## src/rtl/uart_pkg.sv

```systemverilog
// rtl/uart_pkg.sv - shared UART byte width and byte type
package uart_pkg;

    localparam int UART_DATA_W = 8;

    typedef logic [UART_DATA_W-1:0] uart_byte_t;

endpackage

```

## src/rtl/uart_rx_fifo_if.sv

```systemverilog
// rtl/uart_rx_fifo_if.sv - receiver-to-FIFO capture and FIFO-to-host stream signals
interface uart_rx_fifo_if;
    import uart_pkg::*;

    uart_byte_t rx_data;
    logic       rx_done;
    uart_byte_t m_data;
    logic       m_valid;
    logic       m_ready;

    // Master drives received bytes in and consumes the stream; slave is the FIFO.
    modport master (
        output rx_data,
        output rx_done,
        output m_ready,
        input  m_data,
        input  m_valid
    );

    modport slave (
        input  rx_data,
        input  rx_done,
        input  m_ready,
        output m_data,
        output m_valid
    );

endinterface

```

## src/rtl/uart_fifo_mem.sv

```systemverilog
// rtl/uart_fifo_mem.sv - DEPTH x byte storage, synchronous write, asynchronous read
module uart_fifo_mem
    import uart_pkg::*;
#(
    parameter  int DEPTH  = 16,
    localparam int ADDR_W = $clog2(DEPTH)
) (
    input  logic              clk_i,
    input  logic              we_i,
    input  logic [ADDR_W-1:0] waddr_i,
    input  uart_byte_t        wdata_i,
    input  logic [ADDR_W-1:0] raddr_i,
    output uart_byte_t        rdata_o
);

    uart_byte_t mem_q [DEPTH];

    always_ff @(posedge clk_i) begin
        if (we_i) begin
            mem_q[waddr_i] <= wdata_i;
        end
    end

    assign rdata_o = mem_q[raddr_i];

endmodule

```

## src/rtl/uart_rx_fifo.sv

```systemverilog
// rtl/uart_rx_fifo.sv - UART receive byte FIFO with show-ahead stream output and sticky overrun
// Optional registered almost_full output enabled by UART_RX_FIFO_ALMOST_FULL_EN.
module uart_rx_fifo
    import uart_pkg::*;
#(
    parameter  int DEPTH    = 16
`ifdef UART_RX_FIFO_ALMOST_FULL_EN
    , parameter int AF_LEVEL = DEPTH - 2
`endif
    , localparam int ADDR_W = $clog2(DEPTH)
) (
    input  logic              clk,
    input  logic              rst,
    uart_rx_fifo_if.slave     bus,
    output logic [ADDR_W:0]   count,
    output logic              full,
    output logic              empty,
    output logic              overrun,
    input  logic              clr_overrun
`ifdef UART_RX_FIFO_ALMOST_FULL_EN
    , output logic            almost_full
`endif
);

    localparam logic [ADDR_W:0] PTR_INC = {{ADDR_W{1'b0}}, 1'b1};

    logic [ADDR_W:0] wr_ptr_q, wr_ptr_d;
    logic [ADDR_W:0] rd_ptr_q, rd_ptr_d;
    logic            done_q;
    logic            overrun_q, overrun_d;
    logic            wr_req;
    logic            rd_fire;
    logic            wr_en;
    uart_byte_t      head_data;

    // Pointers carry an extra wrap bit so full and empty are distinguishable.
    assign count = wr_ptr_q - rd_ptr_q;
    assign empty = (wr_ptr_q == rd_ptr_q);
    assign full  = (wr_ptr_q[ADDR_W-1:0] == rd_ptr_q[ADDR_W-1:0]) &&
                   (wr_ptr_q[ADDR_W] != rd_ptr_q[ADDR_W]);

    assign bus.m_valid = !empty;
    assign bus.m_data  = head_data;
    assign overrun     = overrun_q;

    always_comb begin
        wr_req    = bus.rx_done && !done_q;
        rd_fire   = !empty && bus.m_ready;
        // A pop in the same cycle frees the slot, so a full FIFO still accepts.
        wr_en     = wr_req && (!full || rd_fire);
        wr_ptr_d  = wr_ptr_q;
        rd_ptr_d  = rd_ptr_q;
        overrun_d = overrun_q;
        if (wr_en) begin
            wr_ptr_d = wr_ptr_q + PTR_INC;
        end
        if (rd_fire) begin
            rd_ptr_d = rd_ptr_q + PTR_INC;
        end
        if (wr_req && full && !rd_fire) begin
            overrun_d = 1'b1;
        end else if (clr_overrun) begin
            overrun_d = 1'b0;
        end
    end

    always_ff @(posedge clk or posedge rst) begin
        if (rst) begin
            wr_ptr_q  <= '0;
            rd_ptr_q  <= '0;
            done_q    <= 1'b0;
            overrun_q <= 1'b0;
        end else begin
            wr_ptr_q  <= wr_ptr_d;
            rd_ptr_q  <= rd_ptr_d;
            done_q    <= bus.rx_done;
            overrun_q <= overrun_d;
        end
    end

    uart_fifo_mem #(
        .DEPTH (DEPTH)
    ) u_mem (
        .clk_i   (clk),
        .we_i    (wr_en),
        .waddr_i (wr_ptr_q[ADDR_W-1:0]),
        .wdata_i (bus.rx_data),
        .raddr_i (rd_ptr_q[ADDR_W-1:0]),
        .rdata_o (head_data)
    );

`ifdef UART_RX_FIFO_ALMOST_FULL_EN
    localparam logic [ADDR_W:0] AF_THRESH = AF_LEVEL[ADDR_W:0];

    logic almost_full_q;
    logic almost_full_d;

    assign almost_full_d = (count >= AF_THRESH);
    assign almost_full   = almost_full_q;

    always_ff @(posedge clk or posedge rst) begin
        if (rst) begin
            almost_full_q <= 1'b0;
        end else begin
            almost_full_q <= almost_full_d;
        end
    end
`endif

endmodule

```

## src/flat_wrapper.sv

```systemverilog
// flat-port wrapper written by rule: the top's interface ports become plain ports
module uart_rx_fifo_flat import uart_pkg::*;
#(
    parameter  int DEPTH    = 16

    , localparam int ADDR_W = $clog2(DEPTH)
)
  (clk, rst, count, full, empty, overrun, clr_overrun, bus_rx_data, bus_rx_done, bus_m_ready, bus_m_data, bus_m_valid);
  uart_rx_fifo_if bus_i ();
  input  logic clk;
  input  logic rst;
  output logic [ADDR_W:0] count;
  output logic full;
  output logic empty;
  output logic overrun;
  input  logic clr_overrun;
  input wire logic [$bits(bus_i.rx_data)-1:0] bus_rx_data;
  input wire logic [$bits(bus_i.rx_done)-1:0] bus_rx_done;
  input wire logic [$bits(bus_i.m_ready)-1:0] bus_m_ready;
  output wire logic [$bits(bus_i.m_data)-1:0] bus_m_data;
  output wire logic [$bits(bus_i.m_valid)-1:0] bus_m_valid;
  assign bus_i.rx_data = bus_rx_data;
  assign bus_i.rx_done = bus_rx_done;
  assign bus_i.m_ready = bus_m_ready;
  assign bus_m_data = bus_i.m_data;
  assign bus_m_valid = bus_i.m_valid;
  uart_rx_fifo #(.DEPTH(DEPTH)) u_core (.clk(clk), .rst(rst), .bus(bus_i), .count(count), .full(full), .empty(empty), .overrun(overrun), .clr_overrun(clr_overrun));
endmodule
```

## config.mk

```make
export PLATFORM = sky130hd
export DESIGN_NAME = uart_rx_fifo_flat
export DESIGN_NICKNAME = d
export VERILOG_FILES = /design/src/rtl/uart_pkg.sv /design/src/rtl/uart_rx_fifo_if.sv /design/src/rtl/uart_fifo_mem.sv /design/src/rtl/uart_rx_fifo.sv /design/src/flat_wrapper.sv
export SDC_FILE = /design/constraint.sdc
export NUM_CORES = 1
export LEC_CHECK = 0
export CAP_MARGIN = 40
export CORE_AREA = 5 5 109 111
export DETAILED_ROUTE_END_ITERATION = 7
export DIE_AREA = 0 0 114 116
export GPL_ROUTABILITY_DRIVEN = 0
export HOLD_SLACK_MARGIN = 0.02
export PLACE_DENSITY_LB_ADDON = 0.08
export SETUP_SLACK_MARGIN = 0.5
export SLEW_MARGIN = 10
export SYNTH_ARGS = -nofsm -noshare
export SYNTH_HDL_FRONTEND = slang
export SYNTH_SLANG_ARGS = --single-unit
```

## constraint.sdc

```tcl
create_clock -name clk -period 3.8 [get_ports clk]
set_input_delay 0.76 -clock clk [delete_from_list [all_inputs] [get_ports clk]]
set_output_delay 0.76 -clock clk [all_outputs]
set_load 0.1 [all_outputs]
```

==> flow_metrics.env, run 1 <==
export IMPL_postRouteAntennaNets=0
export IMPL_cp_data_arrival_time_ns=2.45
export IMPL_maxSlewHeadroom=0.492
export IMPL_area_growth_pct=22.7
export IMPL_drv_slew=0
export IMPL_timing_rr_start="u_core.rd_ptr_q[2]"
export IMPL_drt_pass1_iterations=4
export IMPL_fill_cells=770
export IMPL_worst_pin_slew_ns=0.759
export IMPL_ctsHoldBuffers=0
export IMPL_max_clock_path_buffers=2
export IMPL_die_h_um=116
export IMPL_reg2reg_slack_ns=1.02
export IMPL_synth_distinct_cells=36
export IMPL_clock_root_buffer="clkbuf_8"
export IMPL_setup_viol=0
export IMPL_cts_sinks=140
export IMPL_drt_iter0_drc=157
export IMPL_crit_path_max_fanout=4
export IMPL_max_stage_delay_ns=0.42
export IMPL_drcViolationCount=0
export IMPL_seqCellArea_um2=4150
export IMPL_fin_skew_ns=0.00825
export IMPL_cp_depth=8
export IMPL_layout_cells_non_filler=522
export IMPL_ys_ff_latch=140
export IMPL_syn_num_nets=330
export IMPL_dp_hpwl_um=7420
export IMPL_synth_warnings=0
export IMPL_fin_tns_setup_ns=0
export IMPL_clk_latency_ns=0.52
export IMPL_cp_common_cell="inv_1"
export IMPL_critPathTopFamily="adder cells"
export IMPL_cts_tree="built"
export IMPL_cts_buffers_inserted=17
export IMPL_run_status="finished clean"
export IMPL_path_clk_slew_ns=0.06
export IMPL_grt_max_degree=20
export IMPL_grt_pass1_wl_um=17800
export IMPL_place_inst=480
export IMPL_rsz0062_at_grt="yes"
export IMPL_crit_chain="inv_1, ha_1, inv_1, fa_1, a21o_1, a21oi_2, xnor2_2, buf_12"
export IMPL_reg2reg_to="u_core.u_mem.mem_q[7][2]"
export IMPL_fin_crit_ns=3.21
export IMPL_cp_start_kind="register"
export IMPL_avgRoutedWirePerCell_um=22.2
export IMPL_cp_slowest_cell="fa_1"
export IMPL_drive_above_1_share=0.291
export IMPL_reg2reg_depth=5
export IMPL_post_route_util=0.661
export IMPL_syn_inst=307
export IMPL_avgSynthCellArea_um2=18.8
export IMPL_grt_total_usage=0.190
export IMPL_critPathRequiredTime_ns=3.04
export IMPL_path_class="register to output port"
export IMPL_die_w_um=114
export IMPL_crit_path_end="count[4]"
export IMPL_end_kind="output port"
export IMPL_num_io_pins=30
export IMPL_hold_path_class="register to register"
export IMPL_grt_antenna_before_repair=0
export IMPL_routed_wirelength_um=11600
export IMPL_viasPerCell=5.62
export IMPL_dieArea_um2=13200
export IMPL_antennaDiodeCount=0
export IMPL_setup_worst_path_start="u_core.wr_ptr_q[0]"
export IMPL_grt_overflow=0
export IMPL_syn_cell_area_um2=5770
export IMPL_start_util=0.539
export IMPL_grt_pass1_vias=3011
export IMPL_multi_input_comb_area_um2=1520
export IMPL_htree_levels=4
export IMPL_ys_seq_area_frac=0.719
export IMPL_maxCapViolCount=0
export IMPL_vias=2933
export IMPL_max_freq_ghz=0.312
export IMPL_crit_buf_inv=3
export IMPL_final_net_count=392
export IMPL_finalHoldViolations=0
export IMPL_hp_start="u_core.wr_ptr_q[4]"
export IMPL_core_rowCount=38
export IMPL_core_um2=10700
export IMPL_io_buffer_count=29
export IMPL_post_route_period_util=0.845
-- area by class of cell --
type / instances / area share
sequential: 140 / 0.587
clock buffer: 17 / 0.0585
clock inverter: 15 / 0.0241
tap: 140 / 0.0248
timing repair buffer: 58 / 0.0842
inverter: 12 / 0.00743
multi-input combinational: 140 / 0.214
-- layout by cell type (no fill, tap or decap), drive strengths merged, types with 7 or more instances in the layout --
cell           synthesis  final
a221oi                 8      8
buf                   13     45
clkbuf                 2     17
clkdlybuf4s50          0     13
clkinv                 0      7
dfrtp                 12     12
edfxtp               128    128
ha                     9      9
inv                   12     13
mux2i                 24     24
mux4                  24     24
nand2                  9      9
nor2                  12     12
o21ai                 18     18
xnor2                  9      9
-- how the worst min path moves through the flow --
| stage | end | slack [ns] | cells past startpoint |
|---|---|---|---|
| floorplan | u_core.wr_ptr_q[4] | 0.50 | 1 |
| global placement | u_core.wr_ptr_q[4] | 0.51 | 1 |
| detailed placement | u_core.wr_ptr_q[4] | 0.52 | 1 |
| CTS | u_core.wr_ptr_q[4] | 0.53 | 1 |
| global route | u_core.wr_ptr_q[4] | 0.54 | 1 |
| finish | u_core.wr_ptr_q[4] | 0.53 | 1 |
-- worst reg2reg max path, cell delays in order, from the launching register on --
cell,delay (ns)
dfrtp_2,0.61
inv_1,0.09
ha_1,0.35
and4_4,0.25
a311o_2,0.48
nor2_1,0.63
-- stage by stage --
| step | hold WS, ns | setup slack, ns | area [µm²] |
|---|---|---|---|
| final | 0.529 | 0.590 | 7070 |
| after detailed placement | 0.522 | 0.670 | 6350 |
| after global placement | 0.511 | 0.708 | 6330 |
| after global routing | 0.540 | 0.476 | 7070 |
| after CTS | 0.533 | 0.513 | 7010 |
| after floorplan | 0.498 | 0.589 | 5800 |
-- cell usage after synthesis (all sizes together) --
master,n,area [µm²]
and2,2,12.5
and4,1,11.3
inv,12,45.0
ha,9,113
a21o,2,15.0
o21ai,18,90.1
clkbuf,2,7.51
a31oi,1,12.5
xnor2,9,78.8
nor3,4,20.0
a311o,1,11.3
mux4,24,571
dfrtp,12,300
a21oi,3,18.8
nand2,9,33.8
fa,1,20.0
nand2b,3,18.8
nand3,1,5.00
nor2b,1,6.26
a221oi,8,76.3
buf,13,109
nor2,12,52.6
o22ai,1,6.26
mux2i,24,240
xor2,4,35.0
nand4,2,12.5
edfxtp,128,3840
-- metal layers --
metal  routed length [µm]  global-route usage  vias up  part of all wire
met5                    0                   0        -                 0
met4                  184              0.0721        0             0.016
met3                  543              0.0507       16             0.047
met2                 5810               0.301       69              0.50
met1                 5070               0.256     1501              0.44
li1                     -                   -     1347                 -
-- registers in the layout, summed over array words and instances (netlist names) --
| signal | cells |
|---|---|
| u_core.u_mem.mem_q | 128 |
| u_core.done_q | 1 |
| u_core.rd_ptr_q | 5 |
| u_core.wr_ptr_q | 5 |
| u_core.overrun | 1 |
-- repair_timing --
| item | 4_1_cts | 5_1_grt |
|---|---|---|
| pin swaps | 0 | 0 |
| endpoints found under the setup margin | 12 | 4 |
| gates resized for setup | 8 | 5 |
| setup buffers | 4 | 6 |
-- cells by family after synthesis --
logic type | Yosys count | synth area share
flops | 140 | 0.719
compound gates | 34 | 0.0399
buf+inv | 27 | 0.0280
simple gates | 35 | 0.0299
xor+xnor | 13 | 0.0197
fa+ha+maj | 10 | 0.0230
mux | 48 | 0.141
Power of run 1 is left out: the tool's default activity adds up to more than one toggle a clock period on the data nets, which glitch-free logic cannot reach.
==> inputs of run 2 (changes only) <==
Clock period 3.8 ns to 3.23 ns, I/O delays scaled along.
==> run 2 against run 1 <==
Against the previous run: largest cell class unchanged; clock-buffer cell count grew 1; first-iteration DRC count rose by 27%; register-to-register slack worse by 0.32 ns.
==> flow_metrics.env, run 2 (synthesis gave the netlist of run 1 again) <==
export IMPL_vias=3018
export IMPL_maxSlewHeadroom=0.566
export IMPL_largest_register="u_core.u_mem.mem_q"
export IMPL_cts_sinks=140
export IMPL_die_w_um=114
export IMPL_dieArea_um2=13200
export IMPL_grt_overflow=0
export IMPL_num_io_pins=30
export IMPL_postRouteAntennaNets=0
export IMPL_fin_crit_ns=2.92
export IMPL_drive_above_1_share=0.376
export IMPL_max_freq_ghz=0.342
export IMPL_use_met2=0.324
export IMPL_fin_skew_ns=0.0155
export IMPL_critPathRequiredTime_ns=2.58
export IMPL_drcViolationCount=0
export IMPL_path_clk_slew_ns=0.06
export IMPL_core_um2=10700
export IMPL_largest_register_ffs=128
export IMPL_drt_iter0_drc=200
export IMPL_final_net_count=400
export IMPL_core_rowCount=38
export IMPL_maxCapViolCount=0
export IMPL_grt_met1_usage=0.279
export IMPL_timing_rr_start="u_core.rd_ptr_q[2]"
export IMPL_antennaDiodeCount=0
export IMPL_grt_pass1_vias=3145
export IMPL_io_buffer_count=29
export IMPL_grt_max_degree=17
export IMPL_post_route_period_util=0.905
export IMPL_cp_data_arrival_time_ns=2.28
export IMPL_max_clock_path_buffers=2
export IMPL_grt_busiest_layer="met2"
export IMPL_final_common_cell="edfxtp_1"
export IMPL_ctsHoldBuffers=0
export IMPL_clock_root_buffer="clkbuf_8"
export IMPL_layout_common_cells="edfxtp_1, buf_4, mux2i_1"
export IMPL_reg2reg_slack_ns=0.70
export IMPL_run_status="finished clean"
export IMPL_avgRoutedWirePerCell_um=23.3
export IMPL_rsz0062_at_grt="yes"
export IMPL_holdWs_ns=0.465
export IMPL_grt_antenna_before_repair=0
export IMPL_finalHoldViolations=0
export IMPL_fin_tns_setup_ns=0
export IMPL_start_util=0.539
export IMPL_hold_path_class="input port to async pin"
export IMPL_grt_total_usage=0.200
export IMPL_dp_hpwl_um=7300
export IMPL_cts_tree="built"
export IMPL_end_kind="output port"
export IMPL_cts_buffers_inserted=17
export IMPL_viasPerCell=5.72
export IMPL_area_growth_pct=29.2
export IMPL_cp_start_kind="register"
export IMPL_reg2reg_depth=9
export IMPL_setup_viol=0
export IMPL_htree_levels=4
export IMPL_drv_slew=0
export IMPL_routed_wirelength_um=12300
export IMPL_grtUsageMet3=0.0376
export IMPL_top_regs="u_core.u_mem.mem_q (128), u_core.rd_ptr_q (5), u_core.wr_ptr_q (5)"
export IMPL_path_class="register to output port"
export IMPL_reg2reg_to="u_core.u_mem.mem_q[2][0]"
export IMPL_clk_latency_ns=0.51
export IMPL_die_h_um=116
export IMPL_crit_path_max_fanout=6
export IMPL_grt_pass1_wl_um=18800
export IMPL_drt_pass1_iterations=5
export IMPL_worst_pin_slew_ns=0.649
==> run 2: cell types whose count changed in the layout (fill, tap and decap cells not counted), moves of 3 or more <==
cell     delta
o21ai_1    -12
o21ai_2    +12
buf_12      +8
mux2i_1     -4
buf_16      +3
dfrtp_2     +3
mux2i_2     +3
==> run 2: final cells by class <==
type                       count  area [µm²]
sequential                   140        4150
fill                         709        3250
multi-input combinational    140        1690
timing repair buffer          66         837
clock buffer                  18         418
tap                          140         175
clock inverter                12         125
inverter                      12        48.8
==> run 2: metrics by stage <==
| step | utilization | cell area (µm²) | setup slack, ns | instances |
|---|---|---|---|---|
| floorplan | - | 5890 | 0.338 | 307 |
| global placement | 0.612 | 6550 | 0.519 | 482 |
| detailed placement | 0.612 | 6550 | 0.539 | 482 |
| CTS | 0.688 | 7360 | 0.266 | 524 |
| global route | 0.696 | 7450 | 0.215 | 528 |
| finish | 0.696 | 7450 | 0.307 | 528 |
==> run 2: critical path, stage by stage, from the launching register on <==
cell     delay [ns]
dfrtp_2        0.44
buf_12         0.17
buf_16         0.14
mux4_2         0.51
mux2i_2        0.21
o21ai_2        0.11
buf_12         0.18
==> run 2: worst max path at each step <==
| stage | startpoint | end | slack (ns) | cells past startpoint |
|---|---|---|---|---|
| floorplan | u_core.rd_ptr_q[2] | u_core.u_mem.mem_q[1][0] | 0.34 | 9 |
| global placement | u_core.rd_ptr_q[3] | u_core.u_mem.mem_q[2][5] | 0.52 | 7 |
| detailed placement | u_core.wr_ptr_q[0] | count[4] | 0.54 | 8 |
| CTS | u_core.rd_ptr_q[0] | bus_m_data[4] | 0.27 | 6 |
| global route | u_core.rd_ptr_q[0] | count[4] | 0.22 | 7 |
| finish | u_core.rd_ptr_q[0] | bus_m_data[7] | 0.31 | 6 |
==> run 2: what timing repair did <==
action,4_1_cts,5_1_grt
cloned,3,2
pin swaps,4,6
resized for setup,28,10
endpoints found under the setup margin,14,13
setup buffers,9,2
==> run 2: metal layers <==
| layer | up-vias | routed length, µm |
|---|---|---|
| met3 | 7 | 458 |
| li1 | 1368 | - |
| met5 | - | 0 |
| met2 | 69 | 6320 |
| met1 | 1574 | 5440 |
| met4 | 0 | 80 |
Power of run 2 is left out for the same reason.
